`src/rtl/wb_host_pkg.sv`:
```
// Shared types and default constants for the Wishbone host master.
package wb_host_pkg;

  localparam int ADR_W_DEF       = 8;
  localparam int DAT_W_DEF       = 32;
  localparam int TIMEOUT_CYC_DEF = 255;

  typedef enum logic [1:0] {
    ST_IDLE = 2'd0,
    ST_BUS  = 2'd1,
    ST_RESP = 2'd2
  } state_e;

endpackage

```
`src/rtl/wb_timeout_cnt.sv`:
```
// Bus watchdog: counts BUS cycles without ACK and flags the cycle in which
// the count would reach TIMEOUT_CYC, so the abort lands on that cycle's edge.
module wb_timeout_cnt #(
  parameter int TIMEOUT_CYC = 255
) (
  input  logic CLK_I,
  input  logic RST_N_I,
  input  logic clear,
  input  logic enable,
  output logic expired
);

  logic [15:0] cnt;

  // Clear on BUS entry, count every stalled BUS cycle.
  always_ff @(posedge CLK_I or negedge RST_N_I) begin
    if (!RST_N_I)    cnt <= '0;
    else if (clear)  cnt <= '0;
    else if (enable) cnt <= cnt + 16'd1;
  end

  assign expired = enable && (cnt == 16'(TIMEOUT_CYC - 1));

endmodule

```
`src/rtl/wb_host_master.sv`:
```
// Host-command to Wishbone classic master. One command in flight; the
// response is held until the host consumes it.
// Optional bus watchdog: define WB_HOST_MASTER_TIMEOUT_EN to abort stalled
// cycles after TIMEOUT_CYC BUS cycles with RSP_ERR=1.
module wb_host_master
  import wb_host_pkg::*;
#(
  parameter int ADR_W       = ADR_W_DEF,
  parameter int DAT_W       = DAT_W_DEF,
  parameter int TIMEOUT_CYC = TIMEOUT_CYC_DEF
) (
  input  logic             CLK_I,
  input  logic             RST_N_I,
  input  logic             HOST_REQ,
  input  logic             HOST_WE,
  input  logic [ADR_W-1:0] HOST_ADR,
  input  logic [DAT_W-1:0] HOST_WDAT,
  output logic             HOST_RDY,
  output logic             RSP_VALID,
  output logic [DAT_W-1:0] RSP_DAT,
  output logic             RSP_ERR,
  output logic             RSP_TGD,
  input  logic             RSP_ACK,
  output logic             CYC_O,
  output logic             STB_O,
  output logic             WE_O,
  output logic [ADR_W-1:0] ADR_O,
  output logic [DAT_W-1:0] DAT_O,
  input  logic [DAT_W-1:0] DAT_I,
  input  logic             ACK_I,
  input  logic             TGD_I
);

  if (TIMEOUT_CYC < 1 || TIMEOUT_CYC > 65535) begin : g_bad_timeout
    $error("TIMEOUT_CYC out of range 1..65535");
  end

  state_e state, state_n;
  logic   accept, bus_ack, bus_expired;

  assign accept  = HOST_REQ && HOST_RDY;
  assign bus_ack = (state == ST_BUS) && ACK_I;

`ifdef WB_HOST_MASTER_TIMEOUT_EN
  logic rsp_err_q;

  wb_timeout_cnt #(.TIMEOUT_CYC(TIMEOUT_CYC)) u_timeout (
    .CLK_I   (CLK_I),
    .RST_N_I (RST_N_I),
    .clear   (accept),
    .enable  ((state == ST_BUS) && !ACK_I),
    .expired (bus_expired)
  );

  // Error flag: set on watchdog abort, cleared on a normal ACK (ACK wins).
  always_ff @(posedge CLK_I or negedge RST_N_I) begin
    if (!RST_N_I)         rsp_err_q <= 1'b0;
    else if (bus_ack)     rsp_err_q <= 1'b0;
    else if (bus_expired) rsp_err_q <= 1'b1;
  end

  assign RSP_ERR = rsp_err_q;
`else
  assign bus_expired = 1'b0;
  assign RSP_ERR     = 1'b0;
`endif

  // State register; async reset discards any in-flight command.
  always_ff @(posedge CLK_I or negedge RST_N_I) begin
    if (!RST_N_I) state <= ST_IDLE;
    else          state <= state_n;
  end

  // Next-state: ACK_I only matters in BUS, HOST_REQ only in IDLE.
  always_comb begin
    state_n = state;
    case (state)
      ST_IDLE: if (HOST_REQ)               state_n = ST_BUS;
      ST_BUS:  if (ACK_I || bus_expired)   state_n = ST_RESP;
      ST_RESP: if (RSP_ACK)                state_n = ST_IDLE;
      default:                             state_n = ST_IDLE;
    endcase
  end

  // Handshake/strobe outputs decoded straight from state so reset drops them at once.
  always_comb begin
    HOST_RDY  = (state == ST_IDLE);
    CYC_O     = (state == ST_BUS);
    STB_O     = (state == ST_BUS);
    RSP_VALID = (state == ST_RESP);
  end

  // Command capture on acceptance; held constant through BUS.
  always_ff @(posedge CLK_I or negedge RST_N_I) begin
    if (!RST_N_I) begin
      WE_O  <= 1'b0;
      ADR_O <= '0;
      DAT_O <= '0;
    end else if (accept) begin
      WE_O  <= HOST_WE;
      ADR_O <= HOST_ADR;
      DAT_O <= HOST_WDAT;
    end
  end

  // Response capture on termination; writes and aborts return zero data.
  always_ff @(posedge CLK_I or negedge RST_N_I) begin
    if (!RST_N_I) begin
      RSP_DAT <= '0;
      RSP_TGD <= 1'b0;
    end else if (bus_ack) begin
      RSP_DAT <= WE_O ? '0 : DAT_I;
      RSP_TGD <= TGD_I;
    end else if (bus_expired) begin
      RSP_DAT <= '0;
      RSP_TGD <= 1'b0;
    end
  end

endmodule

```
`config.mk`:
```
export PLATFORM = sky130hd
export DESIGN_NAME = wb_host_master
export DESIGN_NICKNAME = d
export VERILOG_FILES = /design/src/rtl/wb_host_pkg.sv /design/src/rtl/wb_timeout_cnt.sv /design/src/rtl/wb_host_master.sv
export SDC_FILE = /design/constraint.sdc
export NUM_CORES = 1
export LEC_CHECK = 0
export CORE_MARGIN = 2
export CORE_UTILIZATION = 43
export DETAILED_ROUTE_END_ITERATION = 6
export PLACE_DENSITY = 0.83
export SYNTH_ARGS = -nofsm -noshare
export SYNTH_HDL_FRONTEND = slang
export SYNTH_SLANG_ARGS = --single-unit
```
`constraint.sdc`:
```
create_clock -name CLK_I -period 2.7 [get_ports CLK_I]
set_clock_uncertainty 0.05 [all_clocks]
set_input_delay 0.54 -clock CLK_I [delete_from_list [all_inputs] [get_ports CLK_I]]
set_output_delay 0.54 -clock CLK_I [all_outputs]
set_load 0.02 [all_outputs]
```
# After elaboration in Yosys (flattened, before gate mapping)
# Cells that the tools add are included.
# word_totals
regBits,76
wordCells,20
input_bits,79
out_inout_bits,79
# op_classes
reduce_logical,4
muxes,5
eq_ne,5
# ops
operator,n
$mux W32,1
$mux W2,3
$pmux W2 S3,1
$ne A2 B1 Y1 const B,2
$reduce_and A3 Y1,1
$eq A2 B1 Y1 const B,1
$eq A2 B2 Y1 const B,1
$logic_and A1 B1 Y1,2
$logic_not A2 Y1,1
$ne A2 B2 Y1 const B,1

# Depth between registers and ports, before layout
# Gate-level depths: netlist of run 1.
# logic_depth
depth_word,3
depth_mapped,4
depth_no_buf,2

# Least setup slack after synthesis of run 1
# No wires, ideal clock.
# synth_timing
path_kind,input-to-reg
from,input HOST_REQ
to,register ADR_O[0]
path_buffers,1
required_ps,2525
setup_time_ps,125
cell_stages,3
path_slack_ps,1111
arrival_ps,1414
cell_sequence,nor3b_2 -> buf_6 -> mux2_2
# synth_between
elab_chain_cells,1
# synth_lines
item,line_no,rtl
from (decl),wb_host_master.sv:14,"input logic HOST_REQ,"
$logic_and A1 B1 Y1,wb_host_master.sv:41,assign accept = HOST_REQ && HOST_RDY;
to (signal assigned),wb_host_master.sv:97,ADR_O <= '0;
to (signal assigned),wb_host_master.sv:101,ADR_O <= HOST_ADR;
to (decl),wb_host_master.sv:27,"output logic [ADR_W-1:0] ADR_O,"
# Every way passes these cells.
# A chain may end at the register's enable or synchronous reset.

# Final worst setup path of run 1
# layout_timing
from,register state[1]
to,output CYC_O
# layout_between
elab_chain_cells,1
# layout_lines
item,line_no,rtl
from (decl),wb_host_master.sv:38,"state_e state, state_n;"
from (signal assigned),wb_host_master.sv:71,else state <= state_n;
$eq A2 B1 Y1,wb_host_master.sv:88,CYC_O = (state == ST_BUS);
to (decl),wb_host_master.sv:24,"output logic CYC_O,"
# Every way passes these cells.

==> summary.json, run 1 <==
{
  "status": "finished, final reports clean",
  "crit_slowest_cell": "sky130_fd_sc_hd__clkdlybuf4s50_1",
  "drt-pass1-iter-count": 4,
  "rr_worst_depth": 3,
  "power.leakage_nw": 2.09,
  "ys_ff_latch": 76,
  "setup.worst_path.class": "reg2out",
  "worst_setup_path_start_kind": "flip-flop",
  "timing.critical_path.cells": "and2b_1 > clkdlybuf4s50_1",
  "clock_sink_count": 76,
  "hold_viol_final": 0,
  "grt_antenna_before_repair": 0,
  "detailedPlace.worstSlack_ns": 0.621,
  "post_cts.repair.setup_buffers": 0,
  "core_region_area_sq_um": 7180,
  "die_area_sq_um": 8020,
  "critical_path.reg2reg.startpoint": "state[1]",
  "clockBufferDepth": 2,
  "cts_buffers": 9,
  "max_stage_delay_ns": 0.62,
  "cts_hold_buffers": 0,
  "power-per-cell-area_nw_per_um2": 1180,
  "setup_viol": 0,
  "via_count_of_the_first_global_routing_pass": 2161,
  "layout.filler_cells": 535,
  "final.setup.worst_slack_ns": 0.445,
  "post_drt_via_cell_ratio": 4.63,
  "die_height_um": 89.6,
  "routed_wirelength_mm": 6.89,
  "drtAntennaViolNets": 0,
  "place_hpwl_mm": 4.93,
  "worst_slew_margin_rel_pct": 35.9,
  "grt_max_degree": 77,
  "synthesis.instances": 206,
  "number_of_port_buffers": 156,
  "final_min_period_over_clock_period_pct": 83.5,
  "gpl.final_weighted_congestion": 0.687,
  "finalMaxSlewViolations": 0,
  "syn_nets": 285,
  "grt_setup_unrepaired": "false",
  "synth.distinct_cells": 16,
  "hold_path.class": "in2async",
  "postSynthAreaPerCell_sq_um": 15.3,
  "worst-slew-pin-transition_ns": 0.962,
  "dr.first_iter.drc_count": 74,
  "clk_pin_slew_worst_paths_ns": 0.08,
  "final_period_minus_worst_setup_slack_ns": 2.25,
  "nets": 443,
  "yosysWarningCount": 0,
  "antenna-diode-count": 0,
  "fmaxAchievable_mhz": 444,
  "ir_drop_v": 0.000718,
  "dr_total_vias": 2160,
  "initial_core_utilization_pct": 43.9,
  "grt_pass1_wl_mm": 10.3,
  "cap_viol_max_count": 0,
  "drt-wirelength-per-cell_um": 14.8,
  "endpoint_class_of_the_critical_path": "output pin",
  "reg2reg_setup_slack_ns": 1.19,
  "synth_seq_area_share_pct": 60.4,
  "clkLatencyLatePin_ns": 0.33,
  "ctsResizeCount": 0,
  "remaining_drc_errors": 0,
  "post_route_cells_drive_above_1_share_pct": 25.5,
  "synth.cell_area_sq_um": 3150,
  "clock_tree.root_cell": "sky130_fd_sc_hd__clkbuf_8",
  "place_inst": 452,
  "global_route_usage_over_all_layers_pct": 16.9,
  "layout-area-overhead-vs-synth_pct": 58.2,
  "cp_data_arrival_time_ns": 1.66,
  "setup_total_negative_slack_ns": 0,
  "num_io_pins": 158,
  "cts.htree.levels": 3,
  "cts_tree": "yes",
  "worst-endpoint-required_ns": 2.11,
  "final_cell_count_no_fill": 467,
  "r2r_end": "DAT_O[15]",
  "row_count": 31,
  "globalRoute.totalOverflow": 0,
  "critical_path_peak_fanout": 6,
  "die_w_um": 89.6
}
-- cell usage in the layout, fill, tap and decap left out --
cell	Yosys	routed
sky130_fd_sc_hd__clkdlybuf4s50_1	0	155
sky130_fd_sc_hd__dfrtp_1	76	76
sky130_fd_sc_hd__mux2_2	67	67
sky130_fd_sc_hd__nor2b_1	33	33
sky130_fd_sc_hd__clkbuf_8	0	9
sky130_fd_sc_hd__mux2_4	7	7
sky130_fd_sc_hd__buf_4	2	3
sky130_fd_sc_hd__nand2b_1	2	2
sky130_fd_sc_hd__bufinv_16	0	2
sky130_fd_sc_hd__clkinv_2	0	2
sky130_fd_sc_hd__buf_12	0	2
sky130_fd_sc_hd__and2b_1	1	1
sky130_fd_sc_hd__nor2_1	1	1
sky130_fd_sc_hd__and3b_1	1	1
sky130_fd_sc_hd__a21oi_1	1	1
sky130_fd_sc_hd__nor3b_4	0	1
sky130_fd_sc_hd__inv_1	1	1
sky130_fd_sc_hd__a21o_1	1	1
sky130_fd_sc_hd__conb_1	1	1
sky130_fd_sc_hd__clkinvlp_4	0	1
sky130_fd_sc_hd__clkbuf_1	3	1
-- kinds of logic after synthesis --
| family | after synthesis | synth area share, % |
|---|---|---|
| mux | 74 | 27.3 |
| simple gates | 39 | 7.99 |
| buf+inv | 14 | 3.81 |
| compound gates | 2 | 0.397 |
| flops | 76 | 60.4 |
| other cells | 1 | 0.119 |
-- sequential cells by signal (all words and copies together), names as in the netlist --
register / cells
DAT_O: 32
RSP_TGD: 1
ADR_O: 8
RSP_DAT: 32
state: 2
WE_O: 1
-- synth_stat cells (all sizes together) --
cell type | instances | area [sq um]
clkbuf | 3 | 11.3
a21oi | 1 | 5.00
nor2b | 33 | 206
nor2 | 1 | 3.75
buf | 10 | 105
a21o | 1 | 7.51
inv | 1 | 3.75
and3b | 1 | 8.76
and2b | 1 | 7.51
conb | 1 | 3.75
nand2b | 2 | 12.5
dfrtp | 76 | 1900
nor3b | 1 | 12.5
mux2 | 74 | 860
-- layer usage --
metal	track usage [%]	vias up	share of wire, %
met4	8.14	0	2.0
li1	-	1010	-
met3	6.03	13	8.7
met5	0	-	0
met1	20.0	1047	41
met2	27.3	90	48
-- where the power goes --
group	internal, W	total [W]	switching [W]	leakage (nW)
Combinational	0.00165	0.00302	0.00136	1.06
Clock	0.000513	0.000914	0.000401	0.102
Sequential	0.00167	0.00195	0.000285	0.928
Total	0.00383	0.00588	0.00205	2.09
-- layout make-up --
class | instances | area, sq um | area share, %
Clock inverter | 5 | 77.6 | 1.56
Multi-Input combinational cell | 116 | 1130 | 22.8
Clock buffer | 10 | 128 | 2.56
Timing Repair Buffer | 160 | 1610 | 32.4
Tap cell | 99 | 124 | 2.49
Inverter | 1 | 3.75 | 0.0753
Sequential cell | 76 | 1900 | 38.2
-- critical path, delay by kind of cell (launching register included) --
| kind | cells | cell delay, ns |
|---|---|---|
| AND/OR/NAND/NOR | 1 | 0.27 |
| flip-flops | 1 | 0.45 |
| buffers and inverters | 1 | 0.62 |
-- per-stage QoR --
step | hold WS, ns | instance area [sq um] | total power (W) | util (%)
5_1_grt | 0.369 | 4980 | 0.00620 | 69.4
4_1_cts | 0.324 | 4980 | 0.00595 | 69.4
2_1_floorplan | 0.194 | 3150 | 0.00362 | -
3_5_place_dp | 0.441 | 4780 | 0.00502 | 66.6
3_3_place_gp | 0.440 | 4780 | 0.00494 | 66.6
6_report | 0.261 | 4980 | 0.00588 | 69.4
-- worst max-delay path by stage --
stage              from   endpoint  slack, ns  cells past startpoint
2_1_floorplan  HOST_REQ   ADR_O[0]       1.11                      3
3_3_place_gp   HOST_REQ  DAT_O[28]       0.66                      4
3_5_place_dp   HOST_REQ   DAT_O[9]       0.62                      4
4_1_cts        state[1]      CYC_O       0.40                      2
5_1_grt        state[1]  RSP_VALID       0.37                      2
6_report       state[1]      CYC_O       0.45                      2
No activity file was read; power rests on OpenSTA's default activity.
==> run 2, diff against run 1 <==
--- a/config.mk
+++ b/config.mk
@@ -6,9 +6,9 @@
 export NUM_CORES = 1
 export LEC_CHECK = 0
 export CORE_MARGIN = 2
-export CORE_UTILIZATION = 43
+export CORE_UTILIZATION = 40
 export DETAILED_ROUTE_END_ITERATION = 6
-export PLACE_DENSITY = 0.83
+export PLACE_DENSITY = 0.78
 export SYNTH_ARGS = -nofsm -noshare
 export SYNTH_HDL_FRONTEND = slang
 export SYNTH_SLANG_ARGS = --single-unit
==> constraint.sdc (replaced) <==
create_clock -name CLK_I -period 2.1 [get_ports CLK_I]
set_clock_uncertainty 0.05 [all_clocks]
set_input_delay 0.42 -clock CLK_I [delete_from_list [all_inputs] [get_ports CLK_I]]
set_output_delay 0.42 -clock CLK_I [all_outputs]
set_load 0.02 [all_outputs]
==> run 2 against run 1 <==
Setup slack worse by 0.34 ns; utilization down 4.4 points; critical path depth unchanged; critical path type unchanged; largest power group unchanged.
==> summary.json, run 2 (synthesis results as in run 1) <==
{
  "status": "finished, final reports clean",
  "worst_setup_path_start_kind": "flip-flop",
  "grt_setup_unrepaired": "false",
  "die_height_um": 92.7,
  "clock_tree.root_cell": "sky130_fd_sc_hd__clkbuf_8",
  "final.setup.worst_slack_ns": 0.104,
  "setup_total_negative_slack_ns": 0,
  "clock_sink_count": 76,
  "antenna-diode-count": 0,
  "power-per-cell-area_nw_per_um2": 1490,
  "cts_tree": "yes",
  "crit_slowest_cell": "sky130_fd_sc_hd__clkdlybuf4s50_1",
  "mostFrequentLayoutCells": "sky130_fd_sc_hd__clkdlybuf4s50_1 (152), sky130_fd_sc_hd__dfrtp_1 (76), sky130_fd_sc_hd__mux2_2 (67), sky130_fd_sc_hd__nor2b_1 (33), sky130_fd_sc_hd__clkbuf_8 (9)",
  "grt_antenna_before_repair": 0,
  "rr_worst_depth": 3,
  "die_area_sq_um": 8600,
  "clkLatencyLatePin_ns": 0.33,
  "place_hpwl_mm": 5.04,
  "core_region_area_sq_um": 7690,
  "layout.filler_cells": 609,
  "post_route_cells_drive_above_1_share_pct": 25.6,
  "grt_pass1_wl_mm": 11.0,
  "grt_max_degree": 42,
  "number_of_port_buffers": 156,
  "detailedPlace.worstSlack_ns": 0.167,
  "ir_drop_v": 0.000881,
  "grt.busiest_layer": "met2",
  "initial_core_utilization_pct": 41.0,
  "hold_viol_final": 0,
  "post_drt_via_cell_ratio": 4.59,
  "final_min_period_over_clock_period_pct": 95.0,
  "power.leakage_nw": 2.10,
  "final_cell_count_no_fill": 473,
  "cts_buffers": 9,
  "min_path_cells": 1,
  "globalRoute.totalOverflow": 0,
  "nets": 445,
  "multi_input_area_sq_um": 1130,
  "finalMaxSlewViolations": 0,
  "register_area_sq_um": 1900,
  "groute.layer.met2.usage_pct": 26.9,
  "cts.htree.levels": 3,
  "cap_viol_max_count": 0,
  "max_stage_delay_ns": 0.62,
  "final_util_pct": 65.1,
  "routed_wirelength_mm": 7.01,
  "grt_util_met3_pct": 4.80,
  "cp_data_arrival_time_ns": 1.53,
  "layout-area-overhead-vs-synth_pct": 58.8,
  "final_period_minus_worst_setup_slack_ns": 2.00,
  "global_route_usage_over_all_layers_pct": 16.4,
  "drt-wirelength-per-cell_um": 14.8,
  "via_count_of_the_first_global_routing_pass": 2242,
  "worst-endpoint-required_ns": 1.63,
  "biggest_regs": "DAT_O x32, RSP_DAT x32, ADR_O x8",
  "hold_path.class": "reg2reg",
  "power.total_w": 0.00745,
  "post_cts.repair.setup_buffers": 0,
  "clk_pin_slew_worst_paths_ns": 0.07,
  "dr.first_iter.drc_count": 41,
  "die_w_um": 92.7,
  "drtAntennaViolNets": 0,
  "endpoint_class_of_the_critical_path": "output pin",
  "row_count": 32,
  "gr-usage-met1_pct": 20.4,
  "remaining_drc_errors": 0,
  "drt-pass1-iter-count": 4,
  "setup.worst_path.class": "reg2out",
  "mostFrequentLayoutCell": "sky130_fd_sc_hd__clkdlybuf4s50_1",
  "setup_viol": 0,
  "timing.critical_path.cells": "nor2_1 > clkdlybuf4s50_1",
  "critical_path_peak_fanout": 7,
  "fmaxAchievable_mhz": 501,
  "place_inst": 456,
  "gpl.final_weighted_congestion": 0.680,
  "num_io_pins": 158,
  "reg2reg_setup_slack_ns": 0.58,
  "dr_total_vias": 2171,
  "clockBufferDepth": 2
}
[run 2: changes by cell type in the layout (fill, tap and decap cells not counted), moves of 2 or more]
| cell | delta |
|---|---|
| sky130_fd_sc_hd__clkinv_4 | +2 |
| sky130_fd_sc_hd__dlygate4sd2_1 | +3 |
| sky130_fd_sc_hd__clkdlybuf4s50_1 | -3 |
| sky130_fd_sc_hd__clkinv_2 | -2 |
[run 2: stage by stage]
stage	cell area, sq um	hold slack [ns]
final	5000	0.456
after global routing	5000	0.474
after CTS	5000	0.461
after detailed placement	4800	0.360
after global placement	4800	0.359
after floorplan	3150	0.0744
[run 2: worst paths after layout]
kind                                from          end
max in group asynchronous        RST_N_I     ADR_O[0]
min in group asynchronous        RST_N_I  RSP_DAT[21]
worst min register to register  DAT_O[0]     DAT_O[0]
worst max register to register  state[1]  RSP_DAT[25]
worst min-delay path            DAT_O[0]     DAT_O[0]
worst max-delay path            state[0]     HOST_RDY
[run 2: what timing repair did]
action / CTS / global route
hold buffers: 1 / 0
hold endpoints to repair: 35 / 0
resized for setup: 3 / 0
endpoints found under the setup margin: 3 / 0
[run 2: critical path, delay by kind of cell, from the launching register on]
kind	cells	cell delay (ns)
buf+inv	1	0.62
flops	1	0.46
simple gates	1	0.12
[run 2: area by class of cell]
cell class                      count  area share [%]
Clock buffer                       11            2.63
Clock inverter                      5            1.25
Inverter                            1          0.0751
Multi-Input combinational cell    116            22.7
Sequential cell                    76            38.0
Tap cell                          102            2.55
Timing Repair Buffer              162            32.8
[run 2: report_power, final]
group / total, W / internal [W] / switching, W
clock: 0.00110 / 0.000554 / 0.000543
sequential: 0.00249 / 0.00214 / 0.000352
combinational: 0.00387 / 0.00211 / 0.00175
total: 0.00745 / 0.00481 / 0.00265
[run 2: metal layers]
metal | vias to the layer above | share of wire [%]
met4 | 0 | 1.7
met5 | - | 0
met2 | 85 | 49
li1 | 1020 | -
met3 | 9 | 7.1
met1 | 1057 | 42
==> RTL change 1 (flow settings as in run 2) <==
Build with the macro `WB_HOST_MASTER_TIMEOUT_EN` defined.
--- a/src/rtl/wb_host_master.sv
+++ b/src/rtl/wb_host_master.sv
@@ -2,6 +2,8 @@
 // response is held until the host consumes it.
 // Optional bus watchdog: define WB_HOST_MASTER_TIMEOUT_EN to abort stalled
 // cycles after TIMEOUT_CYC BUS cycles with RSP_ERR=1.
+`define WB_HOST_MASTER_TIMEOUT_EN
+
 module wb_host_master
   import wb_host_pkg::*;
 #(
Check against the original RTL: no difference found for any inputs over 10 cycles, from zero or initial values and one cycle with RST_N_I low; that may be too few to reach the edited logic, so the function may still have changed.
==> RTL change 1 against run 2 <==
Sequential cell count rose by 17. Synthesized cell count rose by 72%. Total power rose by 2.7%. Routed wire length rose by 36%. Worst setup slack improved by 32 ps. Cell area rose by 13%. Area after synthesis rose by 18%. Largest cell class unchanged. Highest routed layer unchanged.
==> RTL change 1: results (changes against run 2) <==
----------------------------------------------------
[Run status]
  Result of the run ... complete, no violations

[Final layout]
  Final #Nets ... 601 (+35%)
  Regs by FF count ... DAT_O: 32 flops, RSP_DAT: 32 flops, u_timeout.cnt: 16 flops
  Fraction of final layout cells sized beyond drive strength 1 ... 0.0859 (-0.170)
  Summed area of non-filler cells in the final layout ... 5670 sq um (+13%)

[Logic synthesis]
  Post-synth top cells ... 136 x nand2_1, 93 x dfrtp_1, 29 x a22o_1
  Number of instances in the synthesized netlist ... 355 (+72%)
  Count of distinct cell types in the synthesized netlist ... 34 (+18)

[Worst setup path]
  Worst reg2reg endpoint ... RSP_DAT[0]
  CP Capture Type ... flop
  Startpoint of the most critical setup path ... u_timeout.cnt[12]
  Reg-to-reg slack, setup ... 140 ps (-440 ps)
  CP max stage cell ... or4_1
  R2R cell count ... 5 (+2)

[Drt]
  Met2 wirelength from detailed routing ... 4500 um (+32%)
  Routed via count divided by cell count ... 5.00 (+9.0%)
  Final wirelength ... 9530 um (+36%)
  Detail Route met3 WL ... 722 um (+44%)
  Drt initial violations ... 129 (+210%)

[GRT]
  GRT Overall Usage ... 0.190 (+0.0262)
  Pin count of the biggest net entering global routing ... 60 (+43%)

[Power and ir drop]
  Peak supply drop ... 0.635 mV (-28%)

[Placement]
  Placed standard-cell area ... 5490 sq um (+14%)
  PortBufs ... 157 (+0.64%)
  Weighted congestion reported at the end of routability-driven placement ... 0.777 (+14%)

[Clocking]
  Clock transition at the registers of the reported paths ... 90 ps (+20 ps)

[Worst hold path]
  Worst hold-check path type ... primary input to asynchronous set/reset pin

----------------------------------------------------
-- RTL change 1: kinds of logic (layout without fill, tap and decap cells) --
kind of cell               Yosys count  after routing  share of synthesized area
DFF                                 93             93                      0.626
and+or+nand+nor                    180            180                      0.210
adders and majority gates            2              2                    0.00673
xor gates and xnor gates             6              6                     0.0141
muxes                                4              4                     0.0108
buffers and inverters               24            193                     0.0316
AOI/OAI and AO/OA                   46             46                      0.101
-- RTL change 1: cell type report --
class / count / share of cell area
clock buffer: 10 / 0.0225
clock inverter: 5 / 0.00640
inverter: 2 / 0.00132
multi-input combinational: 238 / 0.226
sequential: 93 / 0.410
tap: 111 / 0.0245
timing repair buffer: 176 / 0.309
-- RTL change 1: per-stage QoR --
step | TNS [ps] | setup WS, ps
floorplan | 0 | 83.1
global route | 0 | 35.5
global placement | -754 | -151
detailed placement | -1160 | -178
finish | 0 | 137
CTS | 0 | 18.2
==> RTL change 2 (config.mk and constraints of run 2) <==
Made on the original files. Re-encode `state_e` (3 states) as one-hot, 3 bits wide.
--- a/src/rtl/wb_host_pkg.sv
+++ b/src/rtl/wb_host_pkg.sv
@@ -5,10 +5,10 @@
   localparam int DAT_W_DEF       = 32;
   localparam int TIMEOUT_CYC_DEF = 255;
 
-  typedef enum logic [1:0] {
-    ST_IDLE = 2'd0,
-    ST_BUS  = 2'd1,
-    ST_RESP = 2'd2
+  typedef enum logic [2:0] {
+    ST_IDLE = 3'b001,
+    ST_BUS  = 3'b010,
+    ST_RESP = 3'b100
   } state_e;
 
 endpackage
Formal check against the unedited RTL: same outputs for any inputs over 10 cycles, from zero or initial values and one cycle with RST_N_I low; not proved beyond that.
==> RTL change 2 against run 2 <==
Routed wire length increased by 6.4%. Via count increased by 3.1%. Register-to-register slack got worse by 230 ps. First-iteration DRC count increased by 32%. Area after synthesis increased by 0.56%. Count of clock-buffer cells in the layout decreased by 1. Die area increased by 0.53%. Sequential cell count increased by 1. Cell area increased by 1.5%. Cell count increased by 1.5%. Worst setup slack improved by 23 ps. Total power decreased by 4.3%. Combinational power decreased by 8.3%.
==> RTL change 2: results (changes against run 2) <==
----------------------------------------------------
[Run status]
  Result of the run ... complete, no violations

[GRT]
  Pin count of the biggest net entering global routing ... 38 (-9.5%)
  Number of global-route vias before repair ... 2,407 (+7.4%)
  GRT Overall Usage ... 0.177 (+0.0128)
  Wire length of the first global-routing pass ... 11,700 um (+7.0%)

[Drt]
  Met1 WL ... 3050 um (+2.5%)
  Met2 wirelength from detailed routing ... 3640 um (+6.5%)
  Final wirelength ... 7460 um (+6.4%)
  Top sig layer ... met4
  Routed via count divided by cell count ... 4.66 (+1.6%)
  Detail Route met3 WL ... 606 um (+21%)
  Drt initial violations ... 54 (+32%)

[Final layout]
  Fraction of final layout cells sized beyond drive strength 1 ... 0.130 (-0.126)
  Post-layout instance count excluding filler cells ... 480 (+1.5%)
  Regs by FF count ... DAT_O: 32 flops, RSP_DAT: 32 flops, ADR_O: 8 flops
  Final #Nets ... 452 (+1.6%)
  Number of inserted filler cells in the final layout ... 590 (-3.1%)

[Logic synthesis]
  Count of warnings emitted by yosys ... 0 (unchanged)
  Post-synth top area share ... 0.601 (-0.00334)
  Post-synth top cells ... 76 x dfrtp_1, 55 x mux2_1, 32 x nor2b_1
  Fraction of registers with async set/reset ... 1.00 (unchanged)
  Leading cell types by total area after synthesis ... dfrtp_1 60%, mux2_1 20%, mux2_2 6.8%
  Count of distinct cell types in the synthesized netlist ... 18 (+2)
  Part of the Yosys area used for sequential elements ... 0.609 (+0.00496)
  Number of instances in the synthesized netlist ... 210 (+1.9%)
  Synth Net Count ... 289 (+1.4%)

[Worst setup path]
  Crit path arrival time ... 1500 ps (-30 ps)
  Largest fanout on the critical path ... 6 (-1)

[Clocking]
  Cts repair resizes ... 5 (+2)
  Setup bufs post-CTS ... 0 (unchanged)
  H-tree depth ... 3 (unchanged)
  Number of buffers inserted by hold repair at cts ... 1 (unchanged)
  Clock Tree Root ... clkbuf_8
  Clock transition at the registers of the reported paths ... 80 ps
  Clk Latency, worst-skew pair ... 350 ps (+20 ps)
  Clock Path Buffers ... 2 (unchanged)

[Power and ir drop]
  Leakage power ... 2.16 nW (+2.5%)
  Peak supply drop ... 0.886 mV (+0.59%)

[Placement]
  Placed cells ... 463 (+1.5%)
  Weighted congestion reported at the end of routability-driven placement ... 0.712 (+4.7%)
  Dpl hpwl ... 5400 um (+7.1%)

----------------------------------------------------
[RTL change 2: critical path: stages (launching register included)]
cell           delay, ps
dfstp_2              610
nor3b_1              190
dlygate4sd2_1        360
[RTL change 2: per-layer routing]
| metal | vias to the layer above | global-route usage |
|---|---|---|
| met5 | - | 0 |
| met4 | 0 | 0.0833 |
| met3 | 12 | 0.0620 |
| met2 | 89 | 0.283 |
| met1 | 1103 | 0.215 |
| li1 | 1035 | - |
[RTL change 2: report_power, final]
part	internal (mW)	switching [mW]
combinational	1.86	1.68
clock	0.547	0.541
sequential	2.15	0.345
[RTL change 2: cell families after synthesis]
kind of cell,after synthesis,synth area share
AOI/OAI and AO/OA,3,0.00632
buffers and inverters,16,0.0387
DFF,77,0.609
muxes,74,0.263
other,1,0.00118
and+or+nand+nor,39,0.0818
[RTL change 2: worst paths after layout]
check / from / end / slack [ps] / cells past startpoint
setup / recovery: state[0] / HOST_RDY / 130 / 2
min in group asynchronous: RST_N_I / DAT_O[29] / 450 / 2
max in group asynchronous: RST_N_I / state[0] / 900 / 3
setup reg to reg: state[2] / DAT_O[15] / 350 / 4
hold reg to reg: RSP_DAT[17] / RSP_DAT[17] / 440 / 1
hold / removal: RSP_DAT[17] / RSP_DAT[17] / 440 / 1
[RTL change 2: through the flow]
stage	setup WS [ps]	cell area [sq um]	power [mW]
finish	127	5070	7.13
global route	29.6	5070	7.52
CTS	74.4	5070	7.23
detailed placement	-6.33	4870	6.12
global placement	44.0	4870	6.02
floorplan	264	3170	4.30
[RTL change 2: cell type report]
type,instances,area share
multi-input cells,117,0.227
clock buffers,10,0.0251
inverters,2,0.00148
clock inverters,6,0.0126
flip-flops and latches,77,0.380
repair buffers,166,0.329
well taps,102,0.0251
